--- src/rtl/prio_enc_hs.sv ---
// prio_enc_hs -- registered N-to-log2(N) priority encoder with sticky request
// capture and a valid/ack handshake.
//
// Request bits are latched into a pending mask (pend). The selected pending
// index is presented on A with valid. Each ack retires the granted index. The
// next pending index is presented on the following cycle, so there is no
// bubble between grants.
//
// Build option:
//   ROUND_ROBIN_EN  defined   : the search runs downward from a rotating
//                               pointer and wraps around.
//                   undefined : fixed priority, with index N-1 highest.
//
// Ports:
//   clk    rising-edge clock
//   rst    synchronous active-high reset
//   en     request capture enable (when 0, req is ignored)
//   req    [N-1:0] request lines, level or pulse
//   ack    consumer accepts A; ignored while valid=0
//   A      [W-1:0] registered index of the granted request
//   valid  registered; A holds a pending request
//   pend   [N-1:0] registered pending mask, including the granted bit
module prio_enc_hs #(
  parameter int N = 4,
  parameter int W = 2
) (
  input  logic         clk,
  input  logic         rst,
  input  logic         en,
  input  logic [N-1:0] req,
  input  logic         ack,
  output logic [W-1:0] A,
  output logic         valid,
  output logic [N-1:0] pend
);

  typedef enum logic {IDLE, HOLD} state_t;
  state_t state;

  logic [N-1:0] newreq, p_eff, p_rem, a_oh;
  logic [W-1:0] sel_eff, sel_rem;

  always_comb begin
    newreq = en ? req : '0;
    p_eff  = pend | newreq;
    a_oh   = N'(1) << A;
    // A new request on the bit being cleared wins, so the bit stays pending.
    p_rem  = (pend & ~a_oh) | newreq;
  end

`ifdef ROUND_ROBIN_EN
  logic [W-1:0] ptr;
  logic [W-1:0] a_m1;

  // The first set bit among start, start-1, ..., 0, N-1, ... wins.
  // The loop overwrites the result, so the smallest distance from start is
  // the one that is kept.
  function automatic logic [W-1:0] sel_rr(input logic [N-1:0] x,
                                          input logic [W-1:0] start);
    logic [W-1:0] idx, c;
    idx = '0;
    for (int d = N - 1; d >= 0; d--) begin
      c = start - W'(d);
      if (x[c]) idx = c;
    end
    return idx;
  endfunction

  always_comb begin
    a_m1    = A - W'(1);
    sel_eff = sel_rr(p_eff, ptr);
    // On an ack, the pointer moves to A-1 on this same edge. The follow-on
    // grant must therefore search from the new position.
    sel_rem = sel_rr(p_rem, a_m1);
  end
`else
  // Fixed priority. The highest set index wins.
  function automatic logic [W-1:0] sel_fix(input logic [N-1:0] x);
    logic [W-1:0] idx;
    idx = '0;
    for (int i = 0; i < N; i++)
      if (x[i]) idx = W'(i);
    return idx;
  endfunction

  always_comb begin
    sel_eff = sel_fix(p_eff);
    sel_rem = sel_fix(p_rem);
  end
`endif

  always_ff @(posedge clk) begin
    if (rst) begin
      state <= IDLE;
      pend  <= '0;
      A     <= '0;
      valid <= 1'b0;
`ifdef ROUND_ROBIN_EN
      ptr   <= W'(N - 1);
`endif
    end else if (state == IDLE) begin
      pend <= p_eff;
      if (|p_eff) begin
        A     <= sel_eff;
        valid <= 1'b1;
        state <= HOLD;
      end
    end else begin
      if (ack) begin
        pend <= p_rem;
`ifdef ROUND_ROBIN_EN
        ptr  <= a_m1;
`endif
        if (|p_rem) begin
          A <= sel_rem;
        end else begin
          // A keeps its last value on the way back to IDLE.
          valid <= 1'b0;
          state <= IDLE;
        end
      end else begin
        // While a grant is held, A is frozen. New requests only accumulate.
        pend <= p_eff;
      end
    end
  end

endmodule

--- config.mk ---
export PLATFORM = sky130hd
export DESIGN_NAME = prio_enc_hs
export DESIGN_NICKNAME = d
export VERILOG_FILES = /design/src/rtl/prio_enc_hs.sv
export SDC_FILE = /design/constraint.sdc
export NUM_CORES = 1
export LEC_CHECK = 0
export CAP_MARGIN = 10
export CORE_AREA = 4 4 41 43
export DETAILED_ROUTE_END_ITERATION = 10
export DIE_AREA = 0 0 45 47
export PLACE_DENSITY = 0.74
export SLEW_MARGIN = 10
export SYNTH_ARGS = -nofsm -noshare
export SYNTH_HDL_FRONTEND = slang
export SYNTH_SLANG_ARGS = --single-unit
--- constraint.sdc ---
create_clock -name clk -period 1.3 [get_ports clk]
set_input_delay 0.195 -clock clk [delete_from_list [all_inputs] [get_ports clk]]
set_output_delay 0.195 -clock clk [all_outputs]
set_load 0.02 [all_outputs]
==> results.py <==
metrics = {
    "outcome": {
        "status": "finished, violations left",
        "failed_checks": "setup timing",
    },
    "global_routing": {
        "global_route.usage.met3_pct": 4.60,
        "grt_first_pass_wirelength_microns": 2260,
        "initial_antenna_violation_count": 0,
        "grt_pass1_vias": 535,
        "grt_remaining_overflow": 0,
        "maximum_number_of_pins_on_one_net_before_global_route_repair": 8,
        "top_usage_layer": "met2",
        "groute.usage.overall_pct": 15.3,
        "grt_util_met1_pct": 18.1,
        "grt_use_met2_pct": 25.4,
    },
    "clock_tree": {
        "cts_buffer_count": 3,
        "clock_latency_ns": 0.27,
        "clkSlewWorstSetupHoldPaths_ns": 0.07,
        "tritoncts_num_sinks": 8,
        "cts_htree_levels": 1,
        "clock_tree_from_tritoncts": "built",
        "clock_tree.buffer_depth": 2,
        "clockRootBuffer": "sky130_fd_sc_hd__clkbuf_4",
    },
    "route": {
        "firstDrtPassIters": 4,
        "wl_per_cell_microns": 14.4,
        "finalWirelength_microns": 1470,
        "final_ant_viol_nets": 0,
        "drt_first_iter_violations": 8,
        "detail_route.vias_per_cell": 5.56,
        "drcViolationCount": 0,
        "num_vias": 567,
    },
    "setup_path": {
        "worstSetupStartpointType": "register",
        "r2r-start": "A[0]",
        "setup.worst_path.end_class": "register",
        "critPathMaxFanout": 7,
        "r2r.worst_path.cells": 5,
        "worst_setup_path_startpoint": "A[0]",
        "critical_path.endpoint": "A[0]",
        "timing.critical_path.depth": 5,
        "cp_data_arrival_time_ns": 1.64,
        "crit-reg2reg-capture": "A[0]",
        "critical-path-top-delay-family": "compound AO/OA/AOI/OAI gates",
        "slowest_delay_ns": 0.38,
        "worst-endpoint-required_ns": 1.45,
        "crit_path_cell_trace": "nand2b_4 -> a2111oi_4 -> a31oi_4 -> o2111ai_2 -> o41ai_2",
        "cp_num_buf_inv": 0,
        "criticalPathCategory": "register to register",
        "setup.reg_to_reg.worst_slack_ns": -0.19,
        "worst_path_max_delay_cell": "sky130_fd_sc_hd__a2111oi_4",
    },
    "min_path": {
        "min-delay-path-class": "register to register",
    },
    "floorplan": {
        "die-width_microns": 45,
        "floorplan.core_area_sq_mm": 0.00130,
        "rows": 13,
        "floorplan.initialDensity_pct": 36.7,
        "die_area_sq_mm": 0.00212,
        "io_pins": 15,
        "die_height_microns": 47,
    },
    "synthesis": {
        "postSynthCellCount": 57,
        "yosys_register_bits": 8,
        "synthesis_warnings": 0,
        "post-synth-top-area-fraction_pct": 33.5,
        "synthesis.area_per_instance_sq_um": 8.39,
        "yosys.area.top_type": "sky130_fd_sc_hd__dfxtp_1",
        "ys_types": 30,
        "mappedNetlistNets": 65,
        "netlist_area_sq_um": 478,
        "synth.area.top_cells": "sky130_fd_sc_hd__dfxtp_1, sky130_fd_sc_hd__a21oi_1, sky130_fd_sc_hd__a2111oi_4",
        "yosysSeqAreaShare_pct": 33.5,
    },
    "timing": {
        "grt_setup_unrepaired": "yes",
        "endpoints_failing_setup": 4,
        "timing.slew.headroom_pct": 75.0,
        "hold_violations": 0,
        "slew_violations": 0,
        "final_period_minus_worst_setup_slack_ns": 1.49,
        "fin_worst_skew_ns": 0.0144,
        "max_slew.worst_pin.slew_ns": 0.374,
        "layout_setup_ws_ns": -0.189,
        "final_min_period_over_clock_period_pct": 115,
        "fmaxAchievable_ghz": 0.671,
    },
    "finish": {
        "area_growth_syn_to_layout_pct": 68.1,
        "layout.filler_cells": 129,
        "antenna_cells_inserted": 0,
        "drive_above_1_share_pct": 40.2,
        "design.final.nets": 96,
        "utilization_pct": 61.7,
        "filler_free_cell_count_of_the_finished_design": 102,
    },
    "power_and_ir_drop": {
        "clock_power_share_pct": 25.7,
        "switchingPower_uw": 295,
        "power_frac_seq_pct": 37.1,
        "part_of_the_total_power_dissipated_in_combinational_logic_pct": 37.2,
        "powerDensity_mw_per_mm2": 1060,
        "p_int_uw": 553,
        "swShare_pct": 34.8,
        "power_leakage_nw": 0.332,
        "irDropWorstVdd_mv": 0.564,
    },
    "run": {
        "timing.max_cap.violations": 0,
    },
    "place": {
        "buffer_ports.inserted": 14,
        "post-place-cells": 98,
        "gpl.final_weighted_congestion": 0.878,
        "place_ws_ns": -0.506,
        "detailedPlacementHpwl_microns": 1080,
    },
}
[state kept, by name, indices dropped and copies added (netlist names)]
name / flops
valid: 1
state: 1
pend: 4
A: 2
[layout by cell type, fill, tap and decap left out, types with 2 or more instances in the layout]
cell type	instances
sky130_fd_sc_hd__buf_4	14
sky130_fd_sc_hd__dfxtp_2	2
sky130_fd_sc_hd__clkdlybuf4s50_1	6
sky130_fd_sc_hd__clkbuf_4	3
sky130_fd_sc_hd__dlygate4sd2_1	6
sky130_fd_sc_hd__nand2b_1	2
sky130_fd_sc_hd__a21oi_1	7
sky130_fd_sc_hd__inv_1	3
sky130_fd_sc_hd__o21ai_1	2
sky130_fd_sc_hd__clkbuf_2	2
sky130_fd_sc_hd__nand2_1	2
sky130_fd_sc_hd__nor2_1	5
sky130_fd_sc_hd__and2_1	2
sky130_fd_sc_hd__nand4_1	2
sky130_fd_sc_hd__dfxtp_1	4
sky130_fd_sc_hd__dfxtp_4	2
[power by group through the flow]
stage / sequential, mW / combinational (mW) / clock, mW
final: 0.314 / 0.315 / 0.218
after global routing: 0.320 / 0.339 / 0.242
after CTS: 0.311 / 0.294 / 0.221
after detailed placement: 0.317 / 0.305 / 0
after global placement: 0.315 / 0.303 / 0
after floorplan: 0.338 / 0.131 / 0
[synthesized netlist by cell type (all sizes together)]
library cell  count
and2              3
nand3             1
o21ai             3
a21o              1
o31ai             1
or3               1
buf               1
o2111ai           1
nor2b             1
nand2             2
a22oi             1
o221a             1
nor3              1
o221ai            1
a2111oi           1
a21oi             8
o21a              1
o311ai            1
nor2              5
and2b             1
inv               3
o41ai             2
a21boi            1
nand2b            3
dfxtp             8
a31oi             1
nand4             2
clkbuf            1
[layer usage]
metal  share of wire [%]  vias to the layer above
li1                    -                      280
met1                  44                      266
met2                  50                       18
met3                 5.0                        3
met4                0.95                        0
met5                   0                        -
[cell families after synthesis]
logic type,share of synthesized area [%]
AO/OA/AOI/OAI,38.2
buffers and inverters,3.93
flip-flops,33.5
AND/OR/NAND/NOR,24.3
[final cells by class]
| cell class | instances | area, sq um | share of cell area [%] |
|---|---|---|---|
| Clock buffer | 4 | 26.3 | 3.27 |
| Multi-Input combinational cell | 44 | 349 | 43.5 |
| Sequential cell | 8 | 170 | 21.2 |
| Inverter | 3 | 11.3 | 1.40 |
| Tap cell | 15 | 18.8 | 2.34 |
| Timing Repair Buffer | 28 | 228 | 28.3 |
[worst reg2reg max path, cell delays in order, from the launching register on]
cell,delay [ns]
sky130_fd_sc_hd__dfxtp_4,0.37
sky130_fd_sc_hd__nand2b_4,0.16
sky130_fd_sc_hd__a2111oi_4,0.38
sky130_fd_sc_hd__a31oi_4,0.17
sky130_fd_sc_hd__o2111ai_2,0.20
sky130_fd_sc_hd__o41ai_2,0.09
[stage by stage]
stage          total power [mW]  hold WS, ns  area, sq um  TNS (ns)
6_report                  0.848        0.485          803    -0.664
5_1_grt                   0.902        0.503          803     -1.02
4_1_cts                   0.826        0.484          777    -0.543
3_5_place_dp              0.622        0.470          756     -2.21
3_3_place_gp              0.618        0.459          756     -2.08
2_1_floorplan             0.469        0.384          499    -0.193
[worst min-delay path by stage]
stage          startpoint  endpoint  slack [ns]  depth (start not counted)
6_report          pend[0]   pend[0]        0.49                          2
5_1_grt             valid     valid        0.50                          2
2_1_floorplan         ack   pend[1]        0.38                          2
3_3_place_gp        valid     valid        0.46                          2
4_1_cts             valid     valid        0.48                          2
3_5_place_dp        valid     valid        0.47                          2
[what timing repair did]
| item | 4_1_cts | 5_1_grt |
|---|---|---|
| setup endpoints to repair | 11 | 7 |
| hold buffers | 0 | 0 |
| gates resized for setup | 12 | 10 |
| gates cloned | 0 | 0 |
| pin swaps | 4 | 3 |
| buffers inserted | 0 | 0 |
Note: power is estimated with default switching activity, not from simulation.
==> RTL edit 1: new RTL, same flow settings <==
The parameter `W` goes from 2 to 3.
--- a/src/rtl/prio_enc_hs.sv
+++ b/src/rtl/prio_enc_hs.sv
@@ -22,7 +22,7 @@
 //   pend   [N-1:0] registered pending mask, including the granted bit
 module prio_enc_hs #(
   parameter int N = 4,
-  parameter int W = 2
+  parameter int W = 3
 ) (
   input  logic         clk,
   input  logic         rst,
Ports: changed (resized A); port bits go from 15 to 16. No check against the original RTL was run, so the function may have changed too.
==> RTL edit 1 against the original RTL <==
  * The flow still finishes with violations (negative setup slack)
  * Maximum frequency decreased by 1.3%
  * Wire length decreased by 7.8%
  * Area after synthesis increased by 5.5%
  * Total power increased by 1.2%
  * First-iteration DRC count decreased by 13%
  * Setup slack got worse by 0.020 ns
  * Sequential cell count unchanged
  * Global-route usage increased by 0.95 points
  * Hold slack got worse by 0.13 ns
  * Cell area increased by 3.3%
  * Critical endpoint unchanged
  * Largest power group unchanged
==> RTL edit 1: results (changes against the original RTL) <==
| Metric | Value |
|---|---|
| Status | finished with violations (unchanged) |
| Failing checks | negative setup slack (unchanged) |
| Share of cells above drive strength 1 | 37.8% (was 40.2%) |
| Main flop type after synthesis | dfxtp_1 (unchanged) |
| Asr flop ratio synth | 0% (unchanged) |
| Setup violators final | 4 (unchanged) |
| Largest net degree at the start of global routing | 7 (was 8) |
| Clk buf depth | 2 (unchanged) |
| Pre-CTS WS | -0.530 ns (was -0.506 ns) |
| Clk pin slew, worst setup/hold paths | 0.06 ns |
| Clk_lat worst skew | 0.27 ns (about the same) |
| Hold_buf cts | 0 (unchanged) |
| Worst Clk Skew | 0.0128 ns (was 0.0144 ns) |
| CTS buffer count | 3 (unchanged) |
| 1st-iter DRT viols | 7 (was 8) |
| Final WS setup | -0.209 ns (was -0.189 ns) |
| Slowest stage cell, crit path | a2111oi_4 (unchanged) |
| Largest regs | pend: 4 flops, A: 2 flops (unchanged) |
| Synth unique cells | 34 (was 30) |
| Vias in the first global route | 543 (was 535) |
| Slowest stage delay, CP | 0.40 ns (was 0.38 ns) |
| CTS Root Cell | clkbuf_4 (unchanged) |
| Peak fanout along the critical path | 5 (was 7) |
| Critical path's top delay family | compound AO/OA/AOI/OAI gates (unchanged) |
| First-pass detailed-route iteration total | 4 (unchanged) |
| Via density | 5.19 (was 5.56) |
| Nets | 99 (was 96) |
| Leak | 0.360 nW (was 0.332 nW) |
| Peak supply drop | 0.000538 V (was 0.000564 V) |
| # diodes | 0 (unchanged) |
| Sequential cell area fraction in the yosys report | 31.8% (was 33.5%) |
| Worst hold path type | in -> reg (was reg -> reg) |
| Synth top cells by count | 8 x dfxtp_1, 6 x a21oi_1, 6 x nor2_1 (was 8 x a21oi_1, 8 x dfxtp_1, 5 x nor2_1) |
| HPWL after DPL | 1110 um (was 1080 um) |
| Ys Warns | 0 (unchanged) |
| Layout filler cell count | 132 (was 129) |
| Top cells by area, synth | dfxtp_1 32%, a21oi_1 6.0%, a2111oi_4 5.5%, nor2_1 4.5%, o41ai_1 3.5% (was dfxtp_1 34%, a21oi_1 8.4%, a2111oi_4 5.8%, and2_1 3.9%, nor2_1 3.9%) |
| H-tree depth | 1 (unchanged) |
| First-pass GRT wire length | 2370 um (was 2260 um) |
| Syn_nets | 66 (was 65) |
| Initial antenna violation count | 0 (unchanged) |
| GP Congestion | 0.801 (was 0.878) |
| Final WL | 1360 um (was 1470 um) |
| Port Buffer Count | 14 (unchanged) |
| GR Util All Layers | 16.2% (was 15.3%) |
## RTL edit 1: path summary, 6_finish.rpt
check / startpoint / to / slack [ns] / depth (start not counted)
worst max-delay path: A[0]$_SDFFE_PP0P_ / A[0]$_SDFFE_PP0P_ / -0.21 / 5
worst min-delay path: req[2] / pend[2]$_SDFF_PP0_ / 0.35 / 3
worst max register to register: A[0]$_SDFFE_PP0P_ / A[0]$_SDFFE_PP0P_ / -0.21 / 5
worst min register to register: valid$_SDFFE_PP0P_ / valid$_SDFFE_PP0P_ / 0.51 / 2
## RTL edit 1: power by group
part	switching, W	total [W]	internal (W)
Combinational	0.000159	0.000335	0.000176
Clock	0.0000937	0.000212	0.000118
Sequential	0.0000351	0.000312	0.000277
Total	0.000287	0.000858	0.000570
## RTL edit 1: final cells by class
cell class	instances	area, um2	area share, %
clock buffers	4	26.3	3.17
well taps	15	18.8	2.26
flip-flops and latches	8	169	20.4
multi-input cells	44	348	41.9
inverters	3	11.3	1.36
repair buffers	31	256	30.9
## RTL edit 1: tightest hold or removal path, cell delays in order
cell and delay (ns):
dlygate4sd2_1 0.25, nand2_1 0.06, a21oi_1 0.05
## RTL edit 1: timing repair
item | in CTS | in global routing
setup endpoints to repair | 11 | 4
resized for setup | 10 | 4
pin swaps | 5 | 0
setup buffers | 1 | 0
cloned | 0 | 0
## RTL edit 1: metrics by stage
step	area, um2	std cells	hold WS (ns)	TNS, ns
final	830	105	0.352	-0.655
after global routing	830	105	0.363	-1.04
after CTS	807	105	0.341	-0.597
after detailed placement	783	100	0.499	-1.97
after global placement	783	100	0.483	-1.76
after floorplan	527	58	0.338	-0.207
## RTL edit 1: logic make-up (layout without fill, tap and decap cells)
family / Yosys count / after routing / share of synthesized area, %
AND/OR/NAND/NOR: 18 / 18 / 21.1
buffers and inverters: 6 / 38 / 6.70
AO/OA/AOI/OAI: 25 / 25 / 39.7
other: 1 / 1 / 0.744
flip-flops: 8 / 8 / 31.8
## RTL edit 1: metal layers
metal	wire, um	global-route usage (%)
met2	653	26.8
met5	0	0
met1	619	19.0
met3	69	6.90
met4	12	5.26
==> RTL edit 2: new RTL, config.mk and constraints unchanged <==
Made on the original files. Make the reset (`rst`) asynchronous in one clocked block. Comments in the files are not updated.
--- a/src/rtl/prio_enc_hs.sv
+++ b/src/rtl/prio_enc_hs.sv
@@ -89,7 +89,7 @@
   end
 `endif
 
-  always_ff @(posedge clk) begin
+  always_ff @(posedge clk or posedge rst) begin
     if (rst) begin
       state <= IDLE;
       pend  <= '0;
Check against the original RTL: differs if rst is asserted again (counterexample within 4 cycles, from zero or initial values and one cycle with rst high); with rst held inactive, the same outputs for 10 cycles.
==> RTL edit 2 against the original RTL <==
  * The flow still finishes with violations (negative setup slack)
  * Sequential cell count unchanged
  * Area after synthesis up 0.79%
  * Cell area up 4.2%
  * Clock skew down 0.0087 ns
  * Sequential share of layout area up 3.0 points
  * Wire length up 4.4%
  * Setup slack worse by 0.18 ns
  * Maximum frequency down 11%
  * Count of clock-buffer cells in the layout unchanged
Power is not compared: it rests on default switching activity, and its combinational part moved more than twofold at a synthesized area within 25%.
==> RTL edit 2: results (changes against the original RTL) <==
| Metric | Value |
|---|---|
| Final WL | 1530 um (was 1470 um) |
| Critical path's top delay family | flip-flops (was compound AO/OA/AOI/OAI gates) |
| CP arrival | 1.82 ns (was 1.64 ns) |
| Final WS setup | -0.374 ns (was -0.189 ns) |
| Synth unique cells | 20 (was 30) |
| 1st-iter DRT viols | 29 (was 8) |
| Placed cell areas | 752 um2 (was 756 um2) |
| Top cells by area, synth | dfrtp_1 42%, a22oi_2 10%, a21oi_2 5.5%, o21ai_0 5.2%, nand2_1 4.7% (was dfxtp_1 34%, a21oi_1 8.4%, a2111oi_4 5.8%, and2_1 3.9%, nor2_1 3.9%) |
| Min Hold Slack | 0.181 ns (was 0.485 ns) |
| Worst hold path type | in -> async (was reg -> reg) |
| GP Congestion | 0.791 (was 0.878) |
| Post-Layout Cell Count | 104 (was 102) |
| HPWL after DPL | 1120 um (was 1080 um) |
| Nets | 98 (was 96) |
| Setup violators final | 4 (unchanged) |
| Status | finished with violations (unchanged) |
| Share of cells above drive strength 1 | 50.6% (was 40.2%) |
| Layout filler cell count | 117 (was 129) |
| Slowest stage delay, CP | 0.46 ns (was 0.38 ns) |
| Vias | 543 (was 567) |
| Syn_nets | 59 (was 65) |
| Placed cells | 95 (was 98) |
| Worst slew margin | 77.3% (was 75.0%) |
| Worst Clk Skew | 0.00573 ns (was 0.0144 ns) |
| Vias in the first global route | 578 (was 535) |
| Sequential cell area fraction in the yosys report | 41.6% (was 33.5%) |
| Asr flop ratio synth | 100% (was 0%) |
| Mapped Cells | 51 (was 57) |
| Final TNS setup | -1.05 ns (was -0.664 ns) |
| Synth-to-Final Area Change | 73.8% (was 68.1%) |
| Failing checks | negative setup slack (unchanged) |
| GR Util All Layers | 17.3% (was 15.3%) |
==> RTL edit 2: cell count changes in the layout (fill, tap and decap cells not counted), sizes merged, moves of 3 or more <==
cell / delta
and2: -3
a21oi: -4
buf: +10
dfxtp: -8
a22oi: +3
dlygate4sd2: -3
nand2: +4
dfrtp: +8
==> RTL edit 2: final timing paths <==
kind | from | endpoint | depth (start not counted)
worst max-delay path | A[1]$_DFFE_PP0P_ | A[0]$_DFFE_PP0P_ | 5
worst min-delay path | rst | valid$_DFFE_PP0P_ | 2
worst max register to register | A[1]$_DFFE_PP0P_ | A[0]$_DFFE_PP0P_ | 5
worst min register to register | valid$_DFFE_PP0P_ | valid$_DFFE_PP0P_ | 2
max in group asynchronous | rst | A[1]$_DFFE_PP0P_ | 2
min in group clk | valid$_DFFE_PP0P_ | valid$_DFFE_PP0P_ | 2
==> RTL edit 2: kinds of logic after synthesis <==
kind of cell / after synthesis / synth area share, %
buffers and inverters: 4 / 4.67
AND/OR/NAND/NOR: 20 / 19.7
multiplexers: 2 / 4.67
AO/OA/AOI/OAI: 17 / 29.3
flip-flops: 8 / 41.6
==> RTL edit 2: area by class of cell <==
cell class | count | share of cell area (%)
well taps | 15 | 2.24
inverters | 3 | 1.35
multi-input cells | 39 | 35.1
repair buffers | 35 | 33.9
clock buffers | 4 | 3.14
flip-flops and latches | 8 | 24.2
==> RTL edit 2: metal layers <==
| metal | routed length (um) | global-route usage, % | part of all wire (%) | vias to the layer above |
|---|---|---|---|---|
| li1 | - | - | - | 259 |
| met1 | 628 | 21.1 | 41 | 264 |
| met2 | 815 | 30.5 | 53 | 18 |
| met3 | 81 | 3.83 | 5.3 | 2 |
| met4 | 9 | 5.26 | 0.59 | 0 |
| met5 | 0 | 0 | 0 | - |
==> RTL edit 2: metrics by stage <==
| stage | setup slack (ns) | power [W] |
|---|---|---|
| 3_5_place_dp | -0.591 | 0.00126 |
| 2_1_floorplan | -0.296 | 0.000817 |
| 3_3_place_gp | -0.574 | 0.00124 |
| 5_1_grt | -0.440 | 0.00175 |
| 4_1_cts | -0.363 | 0.00154 |
| 6_report | -0.374 | 0.00163 |
==> RTL edit 2: power by group through the flow <==
stage | combinational, W | clock (W) | sequential (W)
6_report | 0.000957 | 0.000207 | 0.000467
5_1_grt | 0.00104 | 0.000237 | 0.000480
2_1_floorplan | 0.000269 | 0 | 0.000548
3_5_place_dp | 0.000804 | 0 | 0.000456
3_3_place_gp | 0.000783 | 0 | 0.000452
4_1_cts | 0.000863 | 0.000217 | 0.000465
==> RTL edit 2: timing repair <==
item,4_1_cts,5_1_grt
resized for setup,19,10
endpoints found under the setup margin,11,7
pin swaps,5,6
buffers inserted,5,2
